`config.mk`:
```
export PLATFORM = sky130hd
export DESIGN_NAME = spi_sclk_generator_flat
export DESIGN_NICKNAME = d
export VERILOG_FILES = /design/src/rtl/spi_sclk_generator_if.sv /design/src/rtl/spi_sclk_generator.sv /design/src/flat_wrapper.sv
export SDC_FILE = /design/constraint.sdc
export NUM_CORES = 1
export LEC_CHECK = 0
export ABC_AREA = 1
export ABC_CLOCK_PERIOD_IN_PS = 2400
export CORE_UTILIZATION = 50
export DETAILED_ROUTE_END_ITERATION = 10
export PLACE_DENSITY = 0.73
export SYNTH_ARGS = -nofsm -noshare
export SYNTH_HDL_FRONTEND = slang
export SYNTH_SLANG_ARGS = --single-unit
```
`constraint.sdc`:
```
create_clock -name system_clock -period 2.4 [get_ports system_clock]
set_input_delay 0.72 -clock system_clock [delete_from_list [all_inputs] [get_ports system_clock]]
set_output_delay 0.72 -clock system_clock [all_outputs]
set_load 0.05 [all_outputs]
```
`src/rtl/spi_sclk_generator_if.sv`:
```
// Frame request, runtime configuration and SCLK/strobe outputs of the SPI clock generator.
// The master drives the frame request; the slave is the generator itself.
interface spi_sclk_generator_if #(
    parameter int DIV_WIDTH = 8,
    parameter int CNT_WIDTH = 6
);
    logic                 start;
    logic                 abort;
    logic [DIV_WIDTH-1:0] half_div;
    logic [CNT_WIDTH-1:0] bit_count;
    logic                 sclk;
    logic                 launch_strobe;
    logic                 sample_strobe;
    logic                 busy;
    logic                 done;

    modport master (
        output start,
        output abort,
        output half_div,
        output bit_count,
        input  sclk,
        input  launch_strobe,
        input  sample_strobe,
        input  busy,
        input  done
    );

    modport slave (
        input  start,
        input  abort,
        input  half_div,
        input  bit_count,
        output sclk,
        output launch_strobe,
        output sample_strobe,
        output busy,
        output done
    );
endinterface

```
`src/rtl/spi_sclk_generator.sv`:
```
// Framed SPI SCLK generator: divides system_clock by a runtime half-period and emits N-bit bursts.
// Latency: busy from the start edge, edge i at start+i*H, done at start+(2N+1)*H; no backpressure, start ignored while busy.
module spi_sclk_generator #(
    parameter int DIV_WIDTH    = 8,
    parameter int CNT_WIDTH    = 6,
    parameter bit CPOL         = 1'b0,
    parameter bit CPHA         = 1'b1,
    parameter int DEF_HALF_DIV = 6
) (
    input  logic                  system_clock,
    input  logic                  reset,
    spi_sclk_generator_if.slave   bus
);

    typedef enum logic [1:0] {
        IDLE   = 2'd0,
        ACTIVE = 2'd1,
        TRAIL  = 2'd2
    } state_t;

    localparam int                   DEF_H    = (DEF_HALF_DIV == 0) ? 1 : DEF_HALF_DIV;
    localparam logic [DIV_WIDTH-1:0] DIV_ONE  = DIV_WIDTH'(1);
    localparam logic [DIV_WIDTH-1:0] DIV_DEF  = DIV_WIDTH'(DEF_H);
    localparam logic [CNT_WIDTH:0]   EDGE_ONE = (CNT_WIDTH + 1)'(1);

    state_t               state_q, state_d;
    logic [DIV_WIDTH-1:0] h_q, h_d;
    logic [CNT_WIDTH-1:0] n_q, n_d;
    logic [DIV_WIDTH-1:0] half_cnt_q, half_cnt_d;
    logic [CNT_WIDTH:0]   edge_cnt_q, edge_cnt_d;
    logic                 sclk_q, sclk_d;
    logic                 launch_q, launch_d;
    logic                 sample_q, sample_d;
    logic                 busy_q, busy_d;
    logic                 done_q, done_d;

    logic                 half_tc;
    logic                 last_edge;
    logic                 leading;

    assign half_tc   = (half_cnt_q == (h_q - DIV_ONE));
    assign last_edge = ((edge_cnt_q + EDGE_ONE) == {n_q, 1'b0});
    // edge_cnt counts completed edges, so the upcoming edge is odd (leading) when it is even
    assign leading   = ~edge_cnt_q[0];

    always_ff @(posedge system_clock or posedge reset) begin
        if (reset) begin
            state_q    <= IDLE;
            h_q        <= DIV_DEF;
            n_q        <= '0;
            half_cnt_q <= '0;
            edge_cnt_q <= '0;
            sclk_q     <= CPOL;
            launch_q   <= 1'b0;
            sample_q   <= 1'b0;
            busy_q     <= 1'b0;
            done_q     <= 1'b0;
        end else begin
            state_q    <= state_d;
            h_q        <= h_d;
            n_q        <= n_d;
            half_cnt_q <= half_cnt_d;
            edge_cnt_q <= edge_cnt_d;
            sclk_q     <= sclk_d;
            launch_q   <= launch_d;
            sample_q   <= sample_d;
            busy_q     <= busy_d;
            done_q     <= done_d;
        end
    end

    always_comb begin
        state_d    = state_q;
        h_d        = h_q;
        n_d        = n_q;
        half_cnt_d = half_cnt_q;
        edge_cnt_d = edge_cnt_q;
        sclk_d     = sclk_q;
        launch_d   = 1'b0;
        sample_d   = 1'b0;
        busy_d     = busy_q;
        done_d     = 1'b0;

        if (bus.abort) begin
            state_d    = IDLE;
            sclk_d     = CPOL;
            busy_d     = 1'b0;
            half_cnt_d = '0;
            edge_cnt_d = '0;
        end else begin
            unique case (state_q)
                IDLE: begin
                    if (bus.start) begin
                        h_d        = (bus.half_div == '0) ? DIV_ONE : bus.half_div;
                        n_d        = bus.bit_count;
                        busy_d     = 1'b1;
                        half_cnt_d = '0;
                        edge_cnt_d = '0;
                        sclk_d     = CPOL;
                        // an empty frame has no bit to present, so no early launch either
                        launch_d   = !CPHA && (bus.bit_count != '0);
                        state_d    = (bus.bit_count == '0) ? TRAIL : ACTIVE;
                    end
                end

                ACTIVE: begin
                    if (half_tc) begin
                        half_cnt_d = '0;
                        sclk_d     = ~sclk_q;
                        edge_cnt_d = edge_cnt_q + EDGE_ONE;
                        if (CPHA) begin
                            launch_d = leading;
                            sample_d = ~leading;
                        end else begin
                            sample_d = leading;
                            launch_d = ~leading && !last_edge;
                        end
                        if (last_edge) begin
                            edge_cnt_d = '0;
                            state_d    = TRAIL;
                        end
                    end else begin
                        half_cnt_d = half_cnt_q + DIV_ONE;
                    end
                end

                TRAIL: begin
                    if (half_tc) begin
                        half_cnt_d = '0;
                        done_d     = 1'b1;
                        busy_d     = 1'b0;
                        state_d    = IDLE;
                    end else begin
                        half_cnt_d = half_cnt_q + DIV_ONE;
                    end
                end

                default: begin
                    state_d    = IDLE;
                    sclk_d     = CPOL;
                    busy_d     = 1'b0;
                    half_cnt_d = '0;
                    edge_cnt_d = '0;
                end
            endcase
        end
    end

    assign bus.sclk          = sclk_q;
    assign bus.launch_strobe = launch_q;
    assign bus.sample_strobe = sample_q;
    assign bus.busy          = busy_q;
    assign bus.done          = done_q;

endmodule

```
`src/flat_wrapper.sv`:
```
// flat-port wrapper written by rule: the top's interface ports become plain ports
module spi_sclk_generator_flat 
#(
    parameter int DIV_WIDTH    = 8,
    parameter int CNT_WIDTH    = 6,
    parameter bit CPOL         = 1'b0,
    parameter bit CPHA         = 1'b1,
    parameter int DEF_HALF_DIV = 6
)
  (system_clock, reset, bus_start, bus_abort, bus_half_div, bus_bit_count, bus_sclk, bus_launch_strobe, bus_sample_strobe, bus_busy, bus_done);
  spi_sclk_generator_if #(.DIV_WIDTH(DIV_WIDTH), .CNT_WIDTH(CNT_WIDTH)) bus_i ();
  input  logic system_clock;
  input  logic reset;
  input wire logic [$bits(bus_i.start)-1:0] bus_start;
  input wire logic [$bits(bus_i.abort)-1:0] bus_abort;
  input wire logic [$bits(bus_i.half_div)-1:0] bus_half_div;
  input wire logic [$bits(bus_i.bit_count)-1:0] bus_bit_count;
  output wire logic [$bits(bus_i.sclk)-1:0] bus_sclk;
  output wire logic [$bits(bus_i.launch_strobe)-1:0] bus_launch_strobe;
  output wire logic [$bits(bus_i.sample_strobe)-1:0] bus_sample_strobe;
  output wire logic [$bits(bus_i.busy)-1:0] bus_busy;
  output wire logic [$bits(bus_i.done)-1:0] bus_done;
  assign bus_i.start = bus_start;
  assign bus_i.abort = bus_abort;
  assign bus_i.half_div = bus_half_div;
  assign bus_i.bit_count = bus_bit_count;
  assign bus_sclk = bus_i.sclk;
  assign bus_launch_strobe = bus_i.launch_strobe;
  assign bus_sample_strobe = bus_i.sample_strobe;
  assign bus_busy = bus_i.busy;
  assign bus_done = bus_i.done;
  spi_sclk_generator #(.DIV_WIDTH(DIV_WIDTH), .CNT_WIDTH(CNT_WIDTH), .CPOL(CPOL), .CPHA(CPHA), .DEF_HALF_DIV(DEF_HALF_DIV)) u_core (.system_clock(system_clock), .reset(reset), .bus(bus_i));
endmodule
```
# Word level (Yosys, flattened, before mapping)
# Cells that the tools add are included.
# W data, S select, Z words.
[totals]
romBits = 0
memories = 0
mem_bits_rw = 0
latchBits = 0
in_bits = 18
word_cells = 68
regBits = 36
[classes]
bitwise_logic = 3
multipliers = 0
n_reduce_logical = 8
magnitude_cmp = 0
addsub = 3
mux = 34
n_shift = 0
n_eq_ne = 10
div_mod_pow = 0
[op_table]
columns = ["cell", "count"]
rows = [
  ["$mux W8", 4],
  ["$mux W7", 4],
  ["$pmux W7 S3", 1],
  ["$pmux W8 S2", 1],
  ["$mux W1", 15],
  ["$mux W2", 6],
  ["$ne A3 B2 Y1 const B", 3],
  ["$reduce_and A3 Y1", 3],
  ["$add A8 B1 Y8 const B", 1],
  ["$eq A8 B8 Y1", 1],
  ["$logic_not A8 Y1", 1],
  ["$sub A8 B1 Y8 const B", 1],
  ["$add A7 B1 Y7 const B", 1],
  ["$eq A7 B7 Y1", 1],
  ["$logic_not A6 Y1", 1],
  ["$pmux W1 S3", 2],
  ["$pmux W2 S3", 1],
  ["$ne A2 B2 Y1 const B", 2],
  ["$reduce_and A4 Y1", 1],
  ["$ne A3 B3 Y1 const B", 1],
  ["$not A1 Y1", 3],
  ["$eq A2 B1 Y1 const B", 1],
  ["$eq A2 B2 Y1 const B", 1],
  ["$logic_not A2 Y1", 1],
  ["$reduce_or A2 Y1", 1],
]

# Depth between registers and ports, before layout
[depth]
word_depth = 6
mapped_depth = 16
depth_no_buf = 16

# Worst setup path after synthesis
# Ideal clock, no wire load.
[synth_timing]
path_kind = "register to register"
startpoint = "register u_core.h_q[1]"
endpoint = "register u_core.sclk_q, in the netlist u_core.bus.sclk"
setup_slack_ns = 0.471
synth_period_minus_slack_ns = 1.929
arrival_ns = 1.810
stages_incl_launch_ff = 17
cell_sequence = "dfstp_2 -> inv_1 -> ha_1 -> inv_1 -> nand2_1 -> nand2_1 -> nor2_1 -> nand3_1 -> nor2_1 -> nand2_1 -> nor2_2 -> nand3_2 -> nand2_4 -> nand2_4 -> buf_6 -> nand2_2 -> o21ai_2"
[synth_between]
elab_chain_cells = 4
[synth_rtl]
columns = ["element", "line_no", "rtl"]
rows = [
  ["from (decl)", "spi_sclk_generator.sv:27", "logic [DIV_WIDTH-1:0] h_q, h_d;"],
  ["from (signal assigned)", "spi_sclk_generator.sv:49", "h_q <= DIV_DEF;"],
  ["from (signal assigned)", "spi_sclk_generator.sv:60", "h_q <= h_d;"],
  ["$sub A8 B1 Y8", "spi_sclk_generator.sv:41", "assign half_tc = (half_cnt_q == (h_q - DIV_ONE));"],
  ["$eq A8 B8 Y1", "spi_sclk_generator.sv:41", ""],
  ["$ne A3 B2 Y1 (no source line)", "n/a", ""],
  ["$reduce_and A3 Y1 (no source line)", "n/a", ""],
  ["to (signal assigned)", "spi_sclk_generator.sv:64", "sclk_q <= sclk_d;"],
  ["to (decl)", "spi_sclk_generator.sv:31", "logic sclk_q, sclk_d;"],
]
# No other way between the ends.
# A chain may end at the register's enable or synchronous reset.

# Worst setup path in the final report
[layout_timing]
startpoint = "register u_core.sclk_q, in the netlist u_core.bus.sclk"
endpoint = "output bus_sclk"
[layout_lines]
columns = ["element", "line_no", "rtl"]
rows = [
  ["to (decl)", "flat_wrapper.sv:18", "output wire logic [$bits(bus_i.sclk)-1:0] bus_sclk;"],
]
# No word-level cell between the ends.

==> metrics.csv <==
metric,value,unit
Area after DPL,2580,sq um
crit path cell chain,clkdlybuf4s50_1,
Adder-Cell Fraction of Synth Area,3.30,%
die height,69.5,um
WP data arrival,1.47,ns
Crit Path Max Fanout,3,
most used flip-flop cell after synthesis,dfrtp_1,
CTS tree,yes,
Synth area leaders,"dfrtp_1 (37%), nand2_1 (15%), inv_1 (6.9%), nor2_1 (4.5%), nand3_1 (3.5%)",
WP data required,1.68,ns
mapped cell area,2280,sq um
ANT cells,0,
post-synthesis simple-gate area fraction,36.2,%
Mapped Cells,304,
fin crit share,91.4,%
Root Buffer,clkbuf_8,
io pins,23,
reg-to-reg endpoint,u_core.edge_cnt_q[3]$_DFFE_PP0P_,
Ys Warns,0,
CTS HTree Levels,2,
WHS Path Cells,2,
post-synthesis xor/xnor area fraction,3.08,%
outcome,"complete, no violations",
Pins Over Slew Limit,0,
sequential area share after synthesis,39.7,%
synthesis-to-finish area growth,16.9,%
Cell Rows,24,
CTS Hold Buffers Added,0,
Port Buffer Count,22,
min cycle time layout,2.19,ns
syn_area_per_cell,7.49,sq um
Register Area,903,sq um
Hold WC Path Type,flop to flop,
smallest setup slack after layout,0.205,ns
Place WS,0.183,ns
achievable frequency,456,MHz
CP endpoint kind,primary output,
"antenna viol nets, final",0,
Routed wire per std cell,11.6,um
DRC viols,0,
Static Leakage,1.28,nW
cells on worst reg2reg path,16,
first-pass GRT wire length,8.25,mm
clk buf depth,2,
RSZ-0062 raised after global routing,no,
"Buf+Inv Stages, Crit Path",1,
"Async S/R FF share, synth",100,%
final wirelength,4.49,mm
Commonest cells post-synth,"nand2_1 (91), inv_1 (42), dfrtp_1 (34), nor2_1 (27), nand3_1 (16)",
die area,4830,sq um
worst-case vdd ir drop,0.559,mV
mux contribution to synthesized area,1.98,%
Yosys reg bits,36,
gpl congestion,0.882,
initial antenna violation count,0,
max incr delay on CP,0.81,ns
"CTS clk-pin slew, worst paths",0.08,ns
core area,4350,sq um
gr usage total,21.1,%
most common cell in the synthesized netlist,nand2_1,
vias in the first global route,1885,
Setup-failing EPs final,0,
post-DR vias/cell,5.08,
post_cts resized,0,
largest net degree at the start of global routing,37,
worst min-delay path startpoint,u_core.bus.busy$_DFFE_PP0P_,
Final nets,358,
"reg-to-reg slack, setup",0.27,ns
Synth Area in Compound Gates,7.64,%
path type of the worst setup path,flop to primary output,
"Design Area, Final",2660,sq um
setup TNS,0,ns
top cell type's share of synthesized area,37.4,%
initial cell density of the core,52.3,%
Multi-input gate area,1190,sq um
vias post-DR,1965,
DR iter-0 viols,88,
layout cells sized above 1,15.2,%
TritonRoute pass-1 iters,4,
clk_lat worst skew,0.29,ns
Die Wd,69.5,um
WHS Endpoint,u_core.bus.busy$_DFFE_PP0P_,
"CP delay by family, top",buffers and inverters,
grt total ovfl,0,
Detail Placement HPWL,3.47,mm
Slowest cell on crit path,clkdlybuf4s50_1,
Synth area leader,dfrtp_1,
max_cap viols,0,
fill count,397,
CP startpoint kind,flop,
worst r2r src,u_core.h_q[1]$_DFFE_PP1P_,
power per cell area,971,nW/um^2
Num Clock Sinks,36,
final hold violations,0,
syn nets,328,
final clock skew,0.00678,ns
Tightest Pin Transition,0.488,ns
# Post-CTS Setup Buffers,0,
Rel. slew slack,67.3,%
Num CTS Buffers,5,
Unique masters post-synth,31,
number of synthesized flops with an enable pin,0,
largest family of logic cells by synthesized area,simple AND/OR/NAND/NOR gates,
per-layer routing:
metal	wire, um	vias up	global-route usage (%)
met2	2030	41	34.2
li1	-	1025	-
met1	2290	897	29.6
met4	25	0	5.44
met5	0	-	0
met3	144	2	3.05
where the power goes:
part	total [mW]	internal (mW)	switching, mW	leakage [nW]
registers	0.958	0.790	0.168	0.464
logic	1.19	0.451	0.741	0.770
clock network	0.434	0.203	0.230	0.0412
total	2.58	1.44	1.14	1.28
state kept, by name, summed over array words and instances, names as in the netlist:
register	flops
u_core.state_q	2
u_core.h_q	8
u_core.n_q	6
u_core.bus.busy	1
u_core.bus.sample_strobe	1
u_core.edge_cnt_q	7
u_core.bus.done	1
u_core.bus.launch_strobe	1
u_core.half_cnt_q	8
u_core.bus.sclk	1
cells by family (layout without fill, tap and decap cells):
family,count (synthesis),after routing
buf+inv,47,78
xor+xnor,8,8
flops,36,36
mux,4,4
compound gates,29,29
simple gates,174,174
fa+ha+maj,6,6
tightest hold or removal path, cell delays in order, from the launching register on:
cell	delay, ns
dfrtp_1	0.35
nand2_1	0.05
o21ai_1	0.06
final cells by class:
type,instances,area share (%)
Clock buffer,6,2.73
Clock inverter,2,0.470
Inverter,43,6.11
Multi-Input combinational cell,221,44.6
Sequential cell,36,33.9
Tap cell,52,2.44
Timing Repair Buffer,27,9.69
layout by cell type, fill, tap and decap left out, types with 6 or more instances in the layout:
cell,n
nand2_2,9
nand3_1,16
o22ai_1,7
nand3_2,6
nand2_1,91
o21ai_0,10
dfrtp_1,34
ha_1,6
inv_1,41
clkdlybuf4s50_1,22
nor2_1,27
metrics by stage:
step	power (mW)	util, %	hold slack (ns)	instances
final	2.58	61.1	0.496	387
after floorplan	1.90	-	0.466	304
after global routing	2.83	61.1	0.531	387
after global placement	2.13	59.2	0.472	379
after CTS	2.60	61.1	0.507	387
after detailed placement	2.16	59.2	0.487	379
worst max path at each step:
stage / slack [ns] / startpoint / depth (start not counted) / to
after global placement: 0.18 / bus_abort / 10 / u_core.edge_cnt_q[5]$_DFFE_PP0P_
after floorplan: 0.47 / u_core.h_q[1]$_DFFE_PP1P_ / 16 / u_core.bus.sclk$_DFFE_PP0P_
after CTS: 0.19 / u_core.bus.sclk$_DFFE_PP0P_ / 1 / bus_sclk
after detailed placement: 0.18 / bus_abort / 10 / u_core.edge_cnt_q[2]$_DFFE_PP0P_
final: 0.21 / u_core.bus.sclk$_DFFE_PP0P_ / 1 / bus_sclk
after global routing: 0.04 / u_core.h_q[1]$_DFFE_PP1P_ / 16 / u_core.edge_cnt_q[2]$_DFFE_PP0P_
Power figures use the tool's default switching activity.
